===== config.mk =====
export PLATFORM = sky130hd
export DESIGN_NAME = seg7_result_display
export DESIGN_NICKNAME = d
export VERILOG_FILES = /design/src/rtl/seg7_pkg.sv /design/src/rtl/seg7_result_display_hex.sv /design/src/rtl/seg7_result_display.sv
export SDC_FILE = /design/constraint.sdc
export NUM_CORES = 1
export LEC_CHECK = 0
export ABC_AREA = 1
export CORE_UTILIZATION = 35
export CTS_CLUSTER_DIAMETER = 120
export CTS_CLUSTER_SIZE = 20
export DETAILED_ROUTE_END_ITERATION = 8
export SYNTH_ARGS = -nofsm -noshare
export SYNTH_HDL_FRONTEND = slang
export SYNTH_HIERARCHICAL = 1
export SYNTH_SLANG_ARGS = --single-unit

===== constraint.sdc =====
create_clock -name clk -period 5.5 [get_ports clk]
set_input_delay 1.1 -clock clk [delete_from_list [all_inputs] [get_ports clk]]
set_output_delay 1.1 -clock clk [all_outputs]
set_load 0.1 [all_outputs]

===== src/rtl/seg7_pkg.sv =====
// Shared constants for the adder result 7-segment display.
// Glyphs are {g,f,e,d,c,b,a}, active-low.
package seg7_pkg;

    typedef logic [2:0] digit_idx_t;

    localparam logic [6:0] SEG_BLANK = 7'h7F;

    localparam logic [6:0] HEX_GLYPH [16] = '{
        7'h40, 7'h79, 7'h24, 7'h30,
        7'h19, 7'h12, 7'h02, 7'h78,
        7'h00, 7'h10, 7'h08, 7'h03,
        7'h46, 7'h21, 7'h06, 7'h0E
    };

    localparam digit_idx_t DIG_A_HI   = 3'd7;
    localparam digit_idx_t DIG_A_LO   = 3'd6;
    localparam digit_idx_t DIG_B_HI   = 3'd5;
    localparam digit_idx_t DIG_B_LO   = 3'd4;
    localparam digit_idx_t DIG_BLANK  = 3'd3;
    localparam digit_idx_t DIG_COUT   = 3'd2;
    localparam digit_idx_t DIG_SUM_HI = 3'd1;
    localparam digit_idx_t DIG_SUM_LO = 3'd0;

endpackage


===== src/rtl/seg7_result_display_hex.sv =====
// Combinational hex nibble to active-low 7-segment glyph.
module hex_to_7seg
    import seg7_pkg::*;
(
    input  logic [3:0] nibble,
    output logic [6:0] glyph
);

    assign glyph = HEX_GLYPH[nibble];

endmodule


===== src/rtl/seg7_result_display.sv =====
// Latches adder operands/result on a button press and scans them
// in hex across the 8-digit multiplexed 7-segment display.
module seg7_result_display
    import seg7_pkg::*;
#(
    parameter int N               = 8,
    parameter int TICKS_PER_DIGIT = 100000
) (
    input  logic         clk,
    input  logic         rst_n,
    input  logic [N-1:0] a,
    input  logic [N-1:0] b,
    input  logic [N-1:0] sum,
    input  logic         cout,
    input  logic         btn_load,
    output logic [7:0]   an,
    output logic [6:0]   seg,
    output logic         dp,
    output logic         loaded
);

    localparam int TW = $clog2(TICKS_PER_DIGIT);

    if (N < 1 || N > 8) begin : g_bad_n
        $error("seg7_result_display: N must be 1..8");
    end

    logic [1:0]    sync_q;
    logic          edge_q;
    logic          load_pulse;
    logic [7:0]    snap_a;
    logic [7:0]    snap_b;
    logic [7:0]    snap_sum;
    logic          snap_cout;
    logic [TW-1:0] tick_cnt;
    logic          tick_wrap;
    digit_idx_t    d;
    logic [3:0]    nibble;
    logic          blank;
    logic [6:0]    glyph;

    assign load_pulse = sync_q[1] & ~edge_q;
    assign tick_wrap  = (tick_cnt == TW'(TICKS_PER_DIGIT - 1));

    always_comb begin
        nibble = 4'h0;
        blank  = 1'b0;
        unique case (d)
            DIG_A_HI:   nibble = snap_a[7:4];
            DIG_A_LO:   nibble = snap_a[3:0];
            DIG_B_HI:   nibble = snap_b[7:4];
            DIG_B_LO:   nibble = snap_b[3:0];
            DIG_BLANK:  blank  = 1'b1;
            DIG_COUT:   nibble = {3'b000, snap_cout};
            DIG_SUM_HI: nibble = snap_sum[7:4];
            DIG_SUM_LO: nibble = snap_sum[3:0];
            default:    blank  = 1'b1;
        endcase
        // Nothing meaningful to show until the first snapshot
        if (!loaded) blank = 1'b1;
    end

    hex_to_7seg u_hex (
        .nibble (nibble),
        .glyph  (glyph)
    );

    always_ff @(posedge clk) begin
        if (!rst_n) begin
            sync_q    <= 2'b00;
            edge_q    <= 1'b0;
            snap_a    <= 8'h00;
            snap_b    <= 8'h00;
            snap_sum  <= 8'h00;
            snap_cout <= 1'b0;
            loaded    <= 1'b0;
            tick_cnt  <= '0;
            d         <= '0;
            an        <= 8'hFF;
            seg       <= SEG_BLANK;
            dp        <= 1'b1;
        end else begin
            sync_q <= {sync_q[0], btn_load};
            edge_q <= sync_q[1];
            if (load_pulse) begin
                snap_a    <= 8'(a);
                snap_b    <= 8'(b);
                snap_sum  <= 8'(sum);
                snap_cout <= cout;
                loaded    <= 1'b1;
            end
            if (tick_wrap) begin
                tick_cnt <= '0;
                d        <= d + 3'd1;
            end else begin
                tick_cnt <= tick_cnt + TW'(1);
            end
            // an/seg/dp share one register stage so digits never ghost
            an  <= ~(8'b1 << d);
            seg <= blank ? SEG_BLANK : glyph;
            dp  <= ~(loaded && (d == DIG_B_LO || d == DIG_A_LO));
        end
    end

endmodule

Word-level counts from Yosys, hierarchy flattened
Memory sizes are Yosys's and may differ from the RTL's. A register that Yosys moved wholly into a read port is not among the register bits.
Cells that the tools add are included.
{"block": "totals", "reg_bits": 58, "rom_bits": 112, "n_memories": 1}
{"block": "op_classes", "addsub": 2, "mux": 3, "n_bitwise": 6, "n_eq_ne": 8, "shifts": 1, "n_reduce_logical": 5}
{"name": "(name not given)", "words": 16, "width": 7, "read_ports": 1, "rd_clocked_by_memory_dff": 1, "wr": 0, "line": "seg7_result_display_hex.sv:9", "rtl": "assign glyph = HEX_GLYPH[nibble];"}
{"op": "4-bit one-hot mux with 7 select lines", "count": 1}
{"op": "17-bit by 1-bit adder with 17-bit output, second input constant", "count": 1}
{"op": "17-bit == test, second input constant", "count": 1}
{"op": "3-bit == test, second input constant", "count": 4}
{"op": "8-bit NOT", "count": 1}
{"op": "1-bit by 3-bit << shifter with 8-bit output, first input constant", "count": 1}
{"op": "3-bit by 2-bit == test with 1-bit output, second input constant", "count": 2}
{"op": "4-bit NOT with 5-bit output", "count": 1}
{"op": "2-bit OR reduction", "count": 2}
{"op": "3-bit by 1-bit adder with 3-bit output, second input constant", "count": 1}
{"op": "3-bit by 1-bit == test with 1-bit output, second input constant", "count": 1}
{"op": "3-bit logical NOT", "count": 1}
{"op": "1-bit NOT", "count": 3}
{"op": "1-bit two-way mux", "count": 2}
{"op": "1-bit AND", "count": 1}
{"op": "1-bit logical AND", "count": 1}
{"op": "1-bit logical OR", "count": 1}

Logic depth before layout (Yosys ltp)
Gate-level depths: netlist (run 1).
{"block": "depth", "depth_word": 4, "ltp_mapped": 16}

Cells and area by module
Netlist (run 1), hierarchy kept.
{"module": "seg7_result_display", "seq_area_each_um2": 1301.2, "n_inst": 1, "area_per_inst_um2": 2673.8, "cells_each": 358}
{"module": "hex_to_7seg", "seq_area_each_um2": 0.0, "n_inst": 1, "area_per_inst_um2": 274.0, "cells_each": 49}

Worst setup path before layout (run 1)
OpenSTA, ideal clock, no wires.
{"block": "synth_path", "path_kind": "register to output", "from": "register loaded", "to": "output loaded", "t_required_ns": 4.400, "arrival_ns": 0.924, "slack_ns": 3.476, "path_stages_with_launch": 1, "path_cell_list": "dfxtp_1"}
{"item": "from (decl)", "line": "seg7_result_display.sv:19", "rtl": "output logic loaded"}
{"item": "from (signal assigned)", "line": "seg7_result_display.sv:76", "rtl": "loaded <= 1'b0;"}
{"item": "from (signal assigned)", "line": "seg7_result_display.sv:90", "rtl": "loaded <= 1'b1;"}
No word-level cell between the ends.

Worst setup path after layout (run 1)
{"block": "layout_path", "from": "register loaded", "to": "output loaded"}
No word-level cell between the ends.

==> results of run 1 <==
==> cell type report <==
cell class / instances / share of cell area, %
repair buffers: 45 / 12.2
clock buffers: 9 / 3.36
flip-flops and latches: 65 / 35.3
multi-input cells: 284 / 38.1
well taps: 105 / 3.57
clock inverters: 7 / 2.72
inverters: 47 / 4.79
==> where the power goes <==
group / internal [mW] / switching (mW)
clock network: 0.260 / 0.203
logic: 0.0353 / 0.0543
registers: 0.485 / 0.00667
==> kinds of logic (layout without fill, tap and decap cells) <==
family                     count (synthesis)  count (layout)  synth area share [%]
xor gates and xnor gates                   9               9                  2.67
DFF                                       65              65                  44.1
AOI/OAI and AO/OA                         39              39                  6.83
buffers and inverters                     58             108                  8.23
adders and majority gates                 14              14                  5.94
and+or+nand+nor                          222             222                  32.2
==> worst paths after layout <==
path | end | slack (ns) | cells past startpoint
hold reg to reg | edge_q$_SDFF_PN0_ | 0.42 | 2
setup reg to reg | seg[1]$_SDFF_PP1_ | 3.02 | 14
setup / recovery | loaded | 2.57 | 1
hold / removal | edge_q$_SDFF_PN0_ | 0.42 | 2
==> worst reg2reg max path, stage by stage (launching register included) <==
cell and delay (ns):
dfxtp_1 0.37, inv_1 0.10, ha_1 0.24, nand2_1 0.07
inv_1 0.12, nand2_1 0.09, nand2_1 0.05, a21oi_1 0.17
nand4_1 0.34, inv_1 0.27, ha_1 0.28, nand3_1 0.09
nand2_1 0.07, inv_1 0.05, nand2_1 0.04
==> per-layer routing <==
| layer | global-route usage, % | wire length [um] |
|---|---|---|
| met3 | 5.50 | 309 |
| met5 | 0 | 0 |
| met4 | 6.15 | 90 |
| met2 | 24.5 | 2670 |
| met1 | 19.2 | 3010 |
==> placed cells by master (no fill, tap or decap), drive strengths merged, types with 7 or more instances in the layout <==
| cell | instances |
|---|---|
| nand3 | 24 |
| nor2 | 89 |
| a21oi | 7 |
| dfxtp | 65 |
| clkdlybuf4s50 | 44 |
| nand2 | 104 |
| o21ai | 31 |
| inv | 49 |
| clkbuf | 9 |
| ha | 14 |
==> stage by stage <==
stage / hold WS [ns] / worst slack, ns / instances / util, % / cell area (um2)
detailed placement: 0.406 / 2.79 / 546 / 42.3 / 3460
CTS: 0.424 / 2.55 / 562 / 45.1 / 3680
global placement: 0.397 / 2.80 / 546 / 42.3 / 3460
finish: 0.418 / 2.57 / 562 / 45.1 / 3680
global route: 0.461 / 2.51 / 562 / 45.1 / 3680
floorplan: 0.390 / 3.48 / 407 / - / 2950
==> flip-flops by register name, indices dropped and copies added (netlist names) <==
signal     cells
d              3
dp             1
loaded         1
tick_cnt      17
sync_q         2
seg            7
snap_cout      1
snap_a         8
an             8
snap_b         8
edge_q         1
snap_sum       8
==> results by group, run 1 <==
Synth
  – Area leader, netlist: dfxtp_1
  – Ys Warns: 6
  – Top post-synthesis cells by area: dfxtp_1, nand2_1, nor2_1
  – Synth unique cells: 25
  – Post-synth top flop: dfxtp_1
  – Average size of a mapped cell: 7.24 um2
  – Post-synth top cells: nand2_1, nor2_1, dfxtp_1
  – Yosys reg bits: 65
  – Syn Inst Count: around 410
  – Sequential area share after synthesis: 44.1%
  – Post-synth top area share: 44.1%
  – Most numerous cell in the Yosys netlist: nand2_1
  – Asr flop ratio synth: 0%
  – Post-synth EDFFs: 0
  – Syn Nets: 449
  – Mapped Area: 2950 um2

Global routing
  – GRT Util Overall: about 15%
  – Number of global-route vias before repair: approximately 2,300
  – Initial antenna violation count: 0
  – Grt total ovfl: 0
  – Global-route wire length before repair: 10,400 um
  – Largest net degree at the start of global routing: 43

STA
  – Tcrit/Tclk final: 53.2%
  – Post-layout min period: 2.93 ns
  – Setup repair after global routing missed its margin: no
  – Worst-Margin Slew: 0.985 ns
  – Max Clock Freq: 342 MHz
  – Final TNS setup: 0 ns
  – Clock Skews: around 0.016 ns
  – Pins Over Slew Limit: 0
  – Max_slew headroom: 34.1%
  – Final setup viols: 0
  – Final Hold Fails: 0

Final layout
  – Fillers: 841
  – Antenna diode count: 0
  – Layout Area Growth over Synthesis: 25.0%
  – Layout cells sized above 1: 9.19%
  – Area of the multi-input gates: between 1000 and 1500 um2
  – Register Area: 1300 um2
  – Layout Nets: slightly below 500

Worst setup path
  – Crit path max fanout: 2
  – Slowest cell on the critical path: clkdlybuf4s50_1
  – Launch point of the critical path: loaded$_SDFFE_PN0P_
  – CP arrival: roughly 1.8 ns
  – Cell chain of the critical path: clkdlybuf4s50_1
  – Count of buffer and inverter cells on the critical path: 1
  – Worst setup path category: reg -> out
  – CP Launch Type: flop
  – Critical path required time: 4.40 ns
  – CP Capture Type: output port
  – Worst path max stage delay: 1.14 ns
  – CP delay by family, top: buffers and inverters
  – Crit Reg-Reg Startpoint: d[0]$_SDFFE_PN0N_

Job
  – # Max-Cap Violations: 0

Floorplanning
  – # rows: 33
  – Die width: 93.8 um
  – Initial Utilization: between 30% and 40%
  – Chip height: 93.8 um
  – Die area: about 8800 um2
  – Num ports: 45
  – Core ar.: 8180 um2

Run status
  – Status: finished, final reports clean

Clock tree
  – Bufs on Longest Clock Path: 2
  – Clk sink count: 65
  – CTS tree: done
  – Clock Latency Late Sink: 0.35 ns
  – Setup Fix Bufs, Post-CTS: 0
  – H-tree levels: 3
  – Clock buffer count from CTS: 9
  – # hold bufs at CTS: 0
  – Root Driver: clkbuf_8
  – Clock slew at reported path FFs: roughly 0.080 ns
  – CTS resizes: 0

Route
  – Vias/cell: ~4.4
  – Avg WL per Cell: 10.8 um
  – Drt pass-1 iters: 4
  – Initial DRC count: 106
  – Number of remaining DRC errors: 0
  – Remaining antenna violation count: 0
  – Routed vias: roughly 2,500
  – Detailed Route WL: a little over 6000 um

Placement
  – Detailed Place HPWL: 4240 um
  – Gp weighted congestion: 0.806
  – # port buffers: 44

Pwr
  – Lkg Pwr: 1.62 nW
  – Worst VDD drop: 0.000143 V
  – Total power: ~1.0 mW
  – Pwr/cell area: approximately 280 nW/um2

Hold path
  – Hold_sp: sync_q[1]$_SDFF_PN0_
  – Min-Delay Path Class: reg -> reg
(Power assumes the default switching activity.)
==> run 2: changes to the inputs <==
clock period = 2.95 ns   (was 5.5 ns; I/O delays follow)
==> run 2 against run 1 <==
Net effect:
- cell count stayed put
- wire length is 1.1% lower
- worst setup slack got worse by 1.9 ns
- largest power group unchanged
==> results by group, run 2 (synthesis gave the netlist of run 1 again) <==
Route
  – Remaining antenna violation count: 0
  – Drt pass-1 iters: 5
  – Detailed Route WL: 6010 um
  – Number of remaining DRC errors: 0
  – Avg WL per Cell: around 11 um
  – Initial DRC count: slightly below 90
  – Vias/cell: 4.41
  – Routed vias: roughly 2,500

Clock tree
  – Bufs on Longest Clock Path: 2
  – Clock slew at reported path FFs: 0.07 ns
  – Clock Latency Late Sink: 0.33 ns
  – # hold bufs at CTS: 0
  – CTS tree: done
  – H-tree levels: 3
  – Setup Fix Bufs, Post-CTS: 0
  – Clock buffer count from CTS: 9
  – CTS resizes: 0
  – Clk sink count: 65
  – Root Driver: clkbuf_8

STA
  – Final Hold Fails: 0
  – Final setup viols: 0
  – Worst-Margin Slew: 0.471 ns
  – Post-layout min period: 2.31 ns
  – Tcrit/Tclk final: 78.4%
  – Setup repair after global routing missed its margin: no
  – Clock Skews: around 0.008 ns
  – Max Clock Freq: 432 MHz
  – Final hold slack: 0.424 ns
  – Final TNS setup: 0 ns
  – Pins Over Slew Limit: 0
  – Max_slew headroom: 68.5%

Worst setup path
  – Crit Reg-Reg Startpoint: d[0]$_SDFFE_PN0N_
  – CP arrival: 2.52 ns
  – Critical path required time: 3.16 ns
  – Cell chain of the critical path: inv_1, ha_1, nand2_1, inv_1, nand2_1, nand2_1, a21oi_1, nand4_1, inv_1, ha_1, nand3_1, nand2_1, inv_1, nand2_1
  – Slowest cell on the critical path: dfxtp_1
  – Crit-path most repeated cell: nand2_1
  – Reg2Reg Depth: 14
  – Launch point of the critical path: d[0]$_SDFFE_PN0N_
  – Crit path max fanout: 6
  – Worst setup path category: reg -> reg
  – CP Capture Type: flop
  – Worst path max stage delay: between 0.3 and 0.4 ns
  – CP Launch Type: flop

Global routing
  – Largest net degree at the start of global routing: 42
  – Number of global-route vias before repair: 2,268
  – GRT Util Overall: 15.2%
  – Initial antenna violation count: 0
  – Global-route wire length before repair: a little over 10,000 um
  – Grt total ovfl: 0

Pwr
  – Pwr/cell area: 505 nW/um2
  – Lkg Pwr: 1.62 nW
  – Worst VDD drop: 0.000332 V

Placement
  – # port buffers: 44
  – Gp weighted congestion: 0.874
  – Detailed Place HPWL: 4300 um

Hold path
  – Hold Path Stages: 2
  – Min-Delay Path Class: reg -> reg
  – Hold_sp: sync_q[0]$_SDFF_PN0_

Run status
  – Status: finished, final reports clean

Floorplanning
  – Core ar.: 8180 um2
  – Die width: about 94 um
  – Chip height: 93.8 um
  – Die area: between 8000 and 9000 um2
  – # rows: 33
  – Num ports: 45
  – Initial Utilization: 36.1%

Final layout
  – Most frequent cells in the layout: nand2_1, nor2_1, dfxtp_1
  – Most common cell after layout, fill and taps aside: nand2_1
  – Top reg by flops: tick_cnt
  – Layout Nets: 495
  – Antenna diode count: 0
  – Layout cells sized above 1: about an eighth
  – Max reg flops: 17
  – Fillers: 838
  – Layout Area Growth over Synthesis: 22.8%

Job
  – # Max-Cap Violations: 0
## run 2: report_power, final
part           switching, mW  internal [mW]
clock                  0.315          0.429
sequential            0.0150          0.905
combinational          0.101         0.0650
total                  0.431           1.40
## run 2: path summary, 6_finish.rpt
check / slack (ns) / to
worst max-delay path: 0.64 / seg[1]$_SDFF_PP1_
worst min-delay path: 0.42 / sync_q[1]$_SDFF_PN0_
worst max register to register: 0.64 / seg[1]$_SDFF_PP1_
worst min register to register: 0.42 / sync_q[1]$_SDFF_PN0_
## run 2: final cells by class
type	instances	area, um2	share of cell area, %
multi-input combinational	284	1400	38.8
timing repair buffer	46	413	11.4
clock buffer	12	155	4.28
tap	105	131	3.63
inverter	47	176	4.87
clock inverter	3	40.0	1.11
sequential	65	1300	35.9
## run 2: stage by stage
step | area [um2] | worst slack [ns] | power [mW] | utilization (%) | cells
2_1_floorplan | 2950 | 1.04 | 1.04 | - | 407
3_3_place_gp | 3430 | 0.650 | 1.10 | 41.9 | 547
3_5_place_dp | 3430 | 0.600 | 1.11 | 41.9 | 547
4_1_cts | 3620 | 0.590 | 1.86 | 44.3 | 562
5_1_grt | 3620 | 0.377 | 1.92 | 44.3 | 562
6_report | 3620 | 0.636 | 1.83 | 44.3 | 562
## run 2: critical path: cells and delay by family, from the launching register on
kind / cells / cell delay (ns)
simple gates: 7 / 0.68
buf+inv: 4 / 0.49
fa+ha+maj: 2 / 0.52
compound gates: 1 / 0.14
flops: 1 / 0.36
## run 2: metal layers
metal	up-vias	part of all wire, %	GRT usage, %
met3	12	6.5	5.50
met5	-	0	0
met1	1066	49	18.5
met2	60	43	24.5
met4	0	1.7	5.38
li1	1343	-	-
==> run 3: changes to the inputs <==
clock period = 2 ns   (was 2.95 ns; I/O delays follow)
==> run 3 against run 2 <==
Net effect:
- worst hold slack got worse by 0.0045 ns
- core utilization rose by 2.7 points
- wire length rose by 6.3%
- register-to-register slack got worse by 0.50 ns
- global-route usage rose by 0.30 points
- critical path type unchanged
- total power rose by 46%
- first-iteration DRC count rose by 4.6%
- sequential cell count did not move
==> results by group, run 3 (synthesis gave the netlist of run 1 again) <==
Worst setup path
  – Crit Reg-Reg Startpoint: d[0]$_SDFFE_PN0N_
  – Critical path required time: roughly 2.2 ns
  – Cell chain of the critical path: inv_4, ha_4, nand2_2, inv_2, nand2_1, nand2_1, a21oi_2, nand4_1, buf_4, ha_4, nand2_4, o21ai_1, nand2_1, nand2_1, inv_1, nand2_1
  – Worst setup path category: reg -> reg
  – Crit-path most repeated cell: nand2_1
  – Setup slack, reg-to-reg: approximately 0.14 ns
  – Slowest cell on the critical path: dfxtp_4
  – Reg2Reg Capture Point: seg[5]$_SDFF_PP1_
  – Worst path max stage delay: 0.38 ns
  – CP Capture Type: flop
  – CP arrival: 2.09 ns
  – Count of buffer and inverter cells on the critical path: 4
  – Crit path max fanout: 4
  – Reg2Reg Depth: 16
  – CP delay by family, top: simple AND/OR/NAND/NOR gates
  – CP Launch Type: flop

Clock tree
  – H-tree levels: 3
  – Root Driver: clkbuf_8
  – Clock Latency Late Sink: approximately 0.34 ns
  – CTS tree: done
  – Bufs on Longest Clock Path: 2
  – Clock slew at reported path FFs: 0.07 ns
  – Clock buffer count from CTS: 9
  – Clk sink count: 65

Placement
  – Detailed Place HPWL: 4580 um
  – Gp weighted congestion: 0.814
  – # port buffers: 44
  – Dpl cells: around 560

Final layout
  – Layout cells sized above 1: 21.1%
  – Most frequent cells in the layout: nand2_1, nor2_1, dfxtp_1
  – Antenna diode count: 0
  – Layout Area Growth over Synthesis: 30.2%
  – Max reg flops: 17
  – Final core utilization: 47.0%
  – Layout Nets: just over 500
  – Top reg by flops: tick_cnt
  – Most common cell after layout, fill and taps aside: nand2_1
  – Layout Cells excl Fill: roughly 580

Hold path
  – Min-Delay Path Class: reg -> reg
  – Hold Path Stages: 2
  – Hold_sp: sync_q[0]$_SDFF_PN0_
  – Worst Hold End: sync_q[1]$_SDFF_PN0_

STA
  – Final setup viols: 0
  – Final TNS setup: 0 ns
  – Post-layout min period: 1.86 ns
  – Worst-Margin Slew: approximately 0.36 ns
  – Tcrit/Tclk final: 93.2%
  – Clock Skews: 0.0145 ns
  – Final hold slack: about 0.42 ns
  – Setup repair after global routing missed its margin: yes
  – Final Hold Fails: 0
  – Max_slew headroom: about 76%
  – Pins Over Slew Limit: 0
  – Max Clock Freq: 537 MHz

Pwr
  – Total power: 2.68 mW
  – Pwr/cell area: 698 nW/um2
  – Lkg Pwr: 1.71 nW
  – Worst VDD drop: approximately 0.00043 V

Route
  – Avg WL per Cell: 11.0 um
  – Number of remaining DRC errors: 0
  – Drt pass-1 iters: 4
  – Vias/cell: roughly 4.5
  – Initial DRC count: 91
  – Detailed Route WL: 6390 um
  – Routed vias: roughly 2,600
  – Remaining antenna violation count: 0

Global routing
  – Initial antenna violation count: 0
  – GRT Util Overall: 15.5%
  – Grt total ovfl: 0
  – Global-route wire length before repair: 10,600 um
  – Number of global-route vias before repair: between 2,000 and 2,500
  – Largest net degree at the start of global routing: 37

Floorplanning
  – Chip height: 93.8 um
  – # rows: 33
  – Num ports: 45
  – Die area: 8790 um2
  – Core ar.: 8180 um2
  – Die width: 93.8 um
  – Initial Utilization: 36.1%

Job
  – # Max-Cap Violations: 0

Run status
  – Status: finished, final reports clean
## run 3: changes by cell type in the layout (fill, tap and decap cells not counted), sizes merged
cell,before,now
clkinv,3,6
clkbuf,12,10
buf,19,35
## run 3: metal layers
metal | global-route usage [%] | share of wire [%]
met5 | 0 | 0
met4 | 5.26 | 1.4
met3 | 4.94 | 5.3
met2 | 26.0 | 48
met1 | 18.5 | 46
## run 3: worst register-to-register path: stages, from the launching register on
cell     delay [ns]
dfxtp_4        0.38
inv_4          0.05
ha_4           0.16
nand2_2        0.06
inv_2          0.05
nand2_1        0.05
nand2_1        0.06
a21oi_2        0.11
nand4_1        0.17
buf_4          0.20
ha_4           0.17
nand2_4        0.07
o21ai_1        0.06
nand2_1        0.05
nand2_1        0.04
inv_1          0.05
nand2_1        0.04
## run 3: where the power goes
part | leakage, nW | total, mW | switching [mW] | internal, mW
Combinational | 1.08 | 0.266 | 0.155 | 0.111
Clock | 0.0998 | 1.06 | 0.490 | 0.569
Sequential | 0.531 | 1.35 | 0.0226 | 1.33
Total | 1.71 | 2.68 | 0.668 | 2.01
## run 3: layout make-up
| class | count | area, um2 |
|---|---|---|
| flip-flops and latches | 65 | 1310 |
| inverters | 47 | 184 |
| well taps | 105 | 131 |
| clock inverters | 6 | 58.8 |
| multi-input cells | 284 | 1490 |
| repair buffers | 62 | 537 |
| fillers | 830 | 4340 |
| clock buffers | 10 | 128 |
## run 3: through the flow
step,worst slack [ns],instance area (um2)
6_report,0.137,3840
5_1_grt,-0.0240,3840
3_5_place_dp,-0.0215,3500
3_3_place_gp,0.0166,3500
2_1_floorplan,0.0888,2950
4_1_cts,0.0131,3700
## run 3: repair_timing
item | CTS | global route
pin swaps | 1 | 5
hold buffers | 0 | 0
resized for setup | 5 | 32
setup endpoints to repair | 5 | 7
setup buffers | 1 | 5
endpoints found under the hold margin | 0 | 0
## run 3: worst max path at each step
| stage | from | end | slack (ns) | cells after the start |
|---|---|---|---|---|
| floorplan | d[0]$_SDFFE_PN0N_ | seg[1]$_SDFF_PP1_ | 0.09 | 14 |
| global placement | d[1]$_SDFFE_PN0N_ | seg[3]$_SDFF_PP1_ | 0.02 | 16 |
| detailed placement | d[0]$_SDFFE_PN0N_ | seg[3]$_SDFF_PP1_ | -0.02 | 16 |
| CTS | d[0]$_SDFFE_PN0N_ | seg[3]$_SDFF_PP1_ | 0.01 | 16 |
| global route | d[0]$_SDFFE_PN0N_ | seg[5]$_SDFF_PP1_ | -0.02 | 16 |
| finish | d[0]$_SDFFE_PN0N_ | seg[5]$_SDFF_PP1_ | 0.14 | 16 |
==> edit 1, RTL diff (flow settings as in run 3) <==
The parameter `TICKS_PER_DIGIT` goes from 100000 to 200000.
--- a/src/rtl/seg7_result_display.sv
+++ b/src/rtl/seg7_result_display.sv
@@ -4,7 +4,7 @@
     import seg7_pkg::*;
 #(
     parameter int N               = 8,
-    parameter int TICKS_PER_DIGIT = 100000
+    parameter int TICKS_PER_DIGIT = 200000
 ) (
     input  logic         clk,
     input  logic         rst_n,
Check against the original RTL: same outputs for any inputs over 10 cycles, from zero or initial values and one cycle with rst_n low; that may be too few to reach the edited logic, so the function may still have changed.
==> edit 1 against run 3 <==
Sequential cell count grew 1. Core utilization about the same. Wire length increased by 6.0%. Final area up 1.1%. Worst setup slack worse by 31 ps. Hold slack got worse by 1.6 ps. Power grew 12%. Via count rose by 2.6%. Area after synthesis increased by 1.5%. Critical path depth did not move. Largest power group unchanged.
==> edit 1: results (changes against run 3) <==
stage,metric,value,unit,change
synth,syn_nets,467,,was 449
routing,drtPass1Iterations,4,,unchanged
min_path,hold_path.startpoint,sync_q[0]$_SDFF_PN0_,,unchanged
grt,grt_usage,16.80,%,was 15.49%
routing,drtIter0Drc,82,,was 91
place,dp_cells,575,,was 557
synth,synth.distinct_cells,27,,was 25
power_and_ir_drop,ir_drop,0.5077,mV,was 0.4300 mV
finish,largest_register_ffs,18,,was 17
synth,syn_inst,425,,was 407
sta,whs,418.4,ps,was 420.0 ps
place,place_hpwl,4790,um,was 4581 um
power_and_ir_drop,leakagePower,0.001723,uW,was 0.001713 uW
worst_setup_path,critPathSlowestCell,dfxtp_2,,was dfxtp_4
grt,grt_pass1_wl,11450,um,was 10650 um
routing,vias,2671,,was 2603
synth,seq_area_frac_synth,44.17,%,was 44.14%
run_status,status,"finished, final reports clean",,unchanged
sta,tightest_slew,430.3,ps,was 363.1 ps
synth,netlist_top_cells_area,"dfxtp_1 (44%), nand2_1 (14%), nor2_1 (11%)",,"was dfxtp_1 (44%), nand2_1 (13%), nor2_1 (9.0%)"
grt,grt_max_degree,42,,was 37
synth,netlist_top_cells_count,"nand2_1 (108), nor2_1 (91), dfxtp_1 (66)",,"was nand2_1 (102), nor2_1 (71), dfxtp_1 (65)"
finish,finalNetCount,525,,was 511
worst_setup_path,cp_data_arrival_time,2140,ps,was 2090 ps
place,place.gp.congestion,0.8498,,was 0.8142
worst_setup_path,path_max_fanout,5,,was 4
worst_setup_path,regToRegSetupSlack,110,ps,was 140 ps
sta,fin_skew,10.81,ps,was 14.55 ps
finish,drive_gt1_share,16.80,%,was 21.10%
routing,wl,6775,um,was 6390 um
==> edit 1: cell type report <==
type / count / area (sq um) / share of cell area (%)
Clock buffer: 10 / 127.6 / 3.289
Clock inverter: 6 / 115.1 / 2.967
Inverter: 47 / 176.4 / 4.547
Multi-Input combinational cell: 301 / 1485 / 38.28
Sequential cell: 66 / 1325 / 34.15
Tap cell: 105 / 131.4 / 3.386
Timing Repair Buffer: 58 / 519.2 / 13.38
==> edit 1: kinds of logic after synthesis <==
family                   count (synthesis)  synth area share (%)
flip-flops                              66                 44.17
AO/OA/AOI/OAI                           42                 7.402
XOR/XNOR                                 6                 1.757
AND/OR/NAND/NOR                        239                 33.00
adder cells (fa/ha/maj)                 14                 5.855
buffers and inverters                   58                 7.821
==> edit 1: power groups by stage <==
stage / registers (uW) / logic, uW / clock network, uW
6_report: 1380 / 257 / 1380
2_1_floorplan: 1450 / 107 / 0
5_1_grt: 1380 / 285 / 1480
4_1_cts: 1380 / 255 / 1430
3_5_place_dp: 1410 / 253 / 0
3_3_place_gp: 1410 / 252 / 0
==> edit 1: what timing repair did <==
action                     4_1_cts  5_1_grt
pin swaps                        2        5
buffers inserted                 0        2
setup endpoints to repair        3        7
resized for setup                6       22
==> edit 1: worst paths after layout <==
kind / to
setup / recovery: seg[3]$_SDFF_PP1_
hold / removal: sync_q[1]$_SDFF_PN0_
setup reg to reg: seg[3]$_SDFF_PP1_
hold reg to reg: sync_q[1]$_SDFF_PN0_
==> edit 1: worst reg2reg max path, stage by stage (launching register included) <==
cell     delay [ps]
dfxtp_2         360
inv_2            60
ha_2            180
nand2_1          70
inv_2            60
nand2_2          50
nand2_1          60
a21oi_2         120
nand4_1         170
buf_4           200
ha_1            170
nand2_1          80
nand2_1          50
nand2_1          50
nand2_1          40
inv_1            40
nand2_1          40
==> edit 1: metal layers <==
layer / GRT usage, % / up-vias / wire, um
li1: - / 1432 / -
met3: 6.441 / 6 / 396
met1: 19.11 / 1177 / 3104
met4: 5.808 / 0 / 63
met5: 0 / - / 0
met2: 28.68 / 56 / 3211
==> edit 1: metrics by stage <==
step | instance area [sq um] | setup slack [ps]
after floorplan | 2992 | 88.56
after global placement | 3566 | 17.10
after detailed placement | 3566 | -23.98
after CTS | 3819 | 33.55
after global routing | 3880 | -23.41
final | 3880 | 106.2
==> edit 2, RTL diff (flow settings as in run 3) <==
Without the edit above. Remove the register `seg`: a continuous assignment takes its place, so the output `seg` follows one clock earlier.
--- a/src/rtl/seg7_result_display.sv
+++ b/src/rtl/seg7_result_display.sv
@@ -77,7 +77,6 @@
             tick_cnt  <= '0;
             d         <= '0;
             an        <= 8'hFF;
-            seg       <= SEG_BLANK;
             dp        <= 1'b1;
         end else begin
             sync_q <= {sync_q[0], btn_load};
@@ -97,9 +96,10 @@
             end
             // an/seg/dp share one register stage so digits never ghost
             an  <= ~(8'b1 << d);
-            seg <= blank ? SEG_BLANK : glyph;
             dp  <= ~(loaded && (d == DIG_B_LO || d == DIG_A_LO));
         end
     end
 
+    assign seg = blank ? SEG_BLANK : glyph;
+
 endmodule
Check against the original RTL: not equivalent (a bounded check fails within 4 cycles, from zero or initial values and one cycle with rst_n low).
==> edit 2 against run 3 <==
The run now ends with setup timing left. Power shrank 4.7%. Area after synthesis shrank 4.8%. Wire length grew 9.3%. Clock power shrank 10%. Die area shrank 4.7%. Hold slack lost 2.8 ps. Sequential cell count shrank 7. Critical path depth shrank 1. Via count grew 3.1%. Worst setup slack lost 880 ps. Final area grew 11%. Final cell count grew 2.4%. First-iteration DRC count shrank 8.8%. Combinational power grew 48%.
==> edit 2: results (changes against run 3) <==
stage,metric,value,unit,change
worst_setup_path,regToRegStartpoint,tick_cnt[0]$_SDFF_PP0_,,was d[0]$_SDFFE_PN0N_
place,dp_cells,566,,was 557
finish,drive_gt1_share,29.12,%,was 21.10%
place,place_hpwl,4867,um,was 4581 um
power_and_ir_drop,ir_drop,0.3323,mV,was 0.4300 mV
synth,synth.distinct_cells,24,,was 25
worst_setup_path,reg2reg_to,tick_cnt[12]$_SDFF_PP0_,,was seg[5]$_SDFF_PP1_
finish,finalNetCount,528,,was 511
power_and_ir_drop,leakagePower,0.001806,uW,was 0.001713 uW
routing,drtIter0Drc,83,,was 91
sta,final.setup.worst_slack,-744.2,ps,was 137.0 ps
sta,setup_viol,7,,was 0
synth,synth_warnings,6,,unchanged
sta,tns,-5091,ps,was 0 ps
synth,seq_area_frac_synth,41.39,%,was 44.14%
worst_setup_path,regToRegSetupSlack,460,ps,was 140 ps
routing,wl,6983,um,was 6390 um
sta,fin_skew,6.809,ps,was 14.55 ps
synth,avgSynthCellArea,6.859,sq um,was 7.243 sq um
routing,vias_per_cell,4.526,,was 4.496
grt,grt_pass1_vias,2586,,was 2423
run_status,status,"complete, but fails checks",,"was finished, final reports clean"
finish,num-fill-cells,688,,was 830
synth,yosys.area.top_type,dfxtp_1,,unchanged
place,placedInstanceArea,3762,sq um,was 3501 sq um
routing,vias,2684,,was 2603
worst_setup_path,r2r_cells,6,,was 16
run_status,violations,setup timing,,
synth,netlist_top_cells_area,"dfxtp_1 (41%), nand2_1 (14%), nor2_1 (13%)",,"was dfxtp_1 (44%), nand2_1 (13%), nor2_1 (9.0%)"
grt,grt_usage,17.84,%,was 15.49%
synth,netlist_top_cells_count,"nand2_1 (103), nor2_1 (96), dfxtp_1 (58)",,"was nand2_1 (102), nor2_1 (71), dfxtp_1 (65)"
grt,grt_max_degree,35,,was 37
worst_setup_path,cp_data_arrival_time,2340,ps,was 2090 ps
grt,grt_pass1_wl,11740,um,was 10650 um
power_and_ir_drop,power.switching,685.8,uW,was 668.0 uW
place,place.gp.congestion,0.8321,,was 0.8142
synth,syn_nets,451,,was 449
sta,whs,417.2,ps,was 420.0 ps
finish,n_antenna_cell,0,,unchanged
sta,maxSlewHeadroom,71.76,%,was 75.76%
clocking,root_buffer,clkbuf_8,,unchanged
[edit 2: cell types whose count changed after synthesis, moves of 2 or more]
cell | before | now
nand3_2 | 0 | 3
nor2_1 | 71 | 96
nand3_1 | 23 | 20
dfxtp_1 | 65 | 58
a21oi_1 | 7 | 4
clkbuf_1 | 8 | 6
nor2_2 | 17 | 1
buf_2 | 1 | 3
inv_1 | 43 | 45
[edit 2: how the worst max path moves through the flow]
stage                 startpoint  endpoint  slack, ps
2_1_floorplan  d[1]$_SDFFE_PN0N_    seg[3]       -300
3_3_place_gp   d[0]$_SDFFE_PN0N_    seg[0]       -450
3_5_place_dp   d[0]$_SDFFE_PN0N_    seg[3]       -520
4_1_cts        d[0]$_SDFFE_PN0N_    seg[3]       -760
5_1_grt        d[0]$_SDFFE_PN0N_    seg[6]       -880
6_report       d[0]$_SDFFE_PN0N_    seg[3]       -740
[edit 2: logic make-up (layout without fill, tap and decap cells)]
kind of cell,after synthesis,count (layout),share of synthesized area (%)
and+or+nand+nor,230,230,33.23
buffers and inverters,59,141,8.563
DFF,58,58,41.39
AOI/OAI and AO/OA,39,39,7.761
adders and majority gates,14,14,6.244
xor gates and xnor gates,9,9,2.810
[edit 2: what timing repair did]
item	in CTS	in global routing
buffers inserted	5	6
resized for setup	23	38
pin swaps	15	23
gates cloned	1	0
endpoints found under the setup margin	7	7
[edit 2: metrics by stage]
step | setup slack (ps) | power (uW)
floorplan | -297.2 | 1447
global placement | -447.7 | 1578
detailed placement | -515.7 | 1583
CTS | -762.0 | 2564
global route | -881.3 | 2678
finish | -744.2 | 2553
[edit 2: power groups by stage]
stage,combinational [uW],sequential (uW),clock (uW)
floorplan,205,1240,0
global placement,344,1230,0
detailed placement,348,1230,0
CTS,369,1210,986
global route,423,1210,1040
finish,393,1210,949
[edit 2: area by class of cell]
class	instances	area (sq um)	area share, %
clock buffer	13	158.9	3.739
clock inverter	3	15.01	0.3533
inverter	48	222.7	5.240
multi-input combinational	292	1769	41.63
sequential	58	1171	27.55
tap	102	127.6	3.003
timing repair buffer	77	785.8	18.49
[edit 2: per-layer routing]
| metal | routed length [um] | track usage [%] | share of wire [%] | vias up |
|---|---|---|---|---|
| met5 | 0 | 0 | 0 | - |
| met4 | 168 | 7.672 | 2.4 | 0 |
| met3 | 289 | 5.109 | 4.1 | 17 |
| met2 | 3427 | 30.26 | 49 | 62 |
| met1 | 3097 | 20.84 | 44 | 1185 |
| li1 | - | - | - | 1420 |
[edit 2: worst max-delay path, delay by kind of cell, from the launching register on]
family,cells,cell delay (ps)
flip-flops,1,380
buffers and inverters,4,450
adder cells (fa/ha/maj),3,550
AND/OR/NAND/NOR,8,630
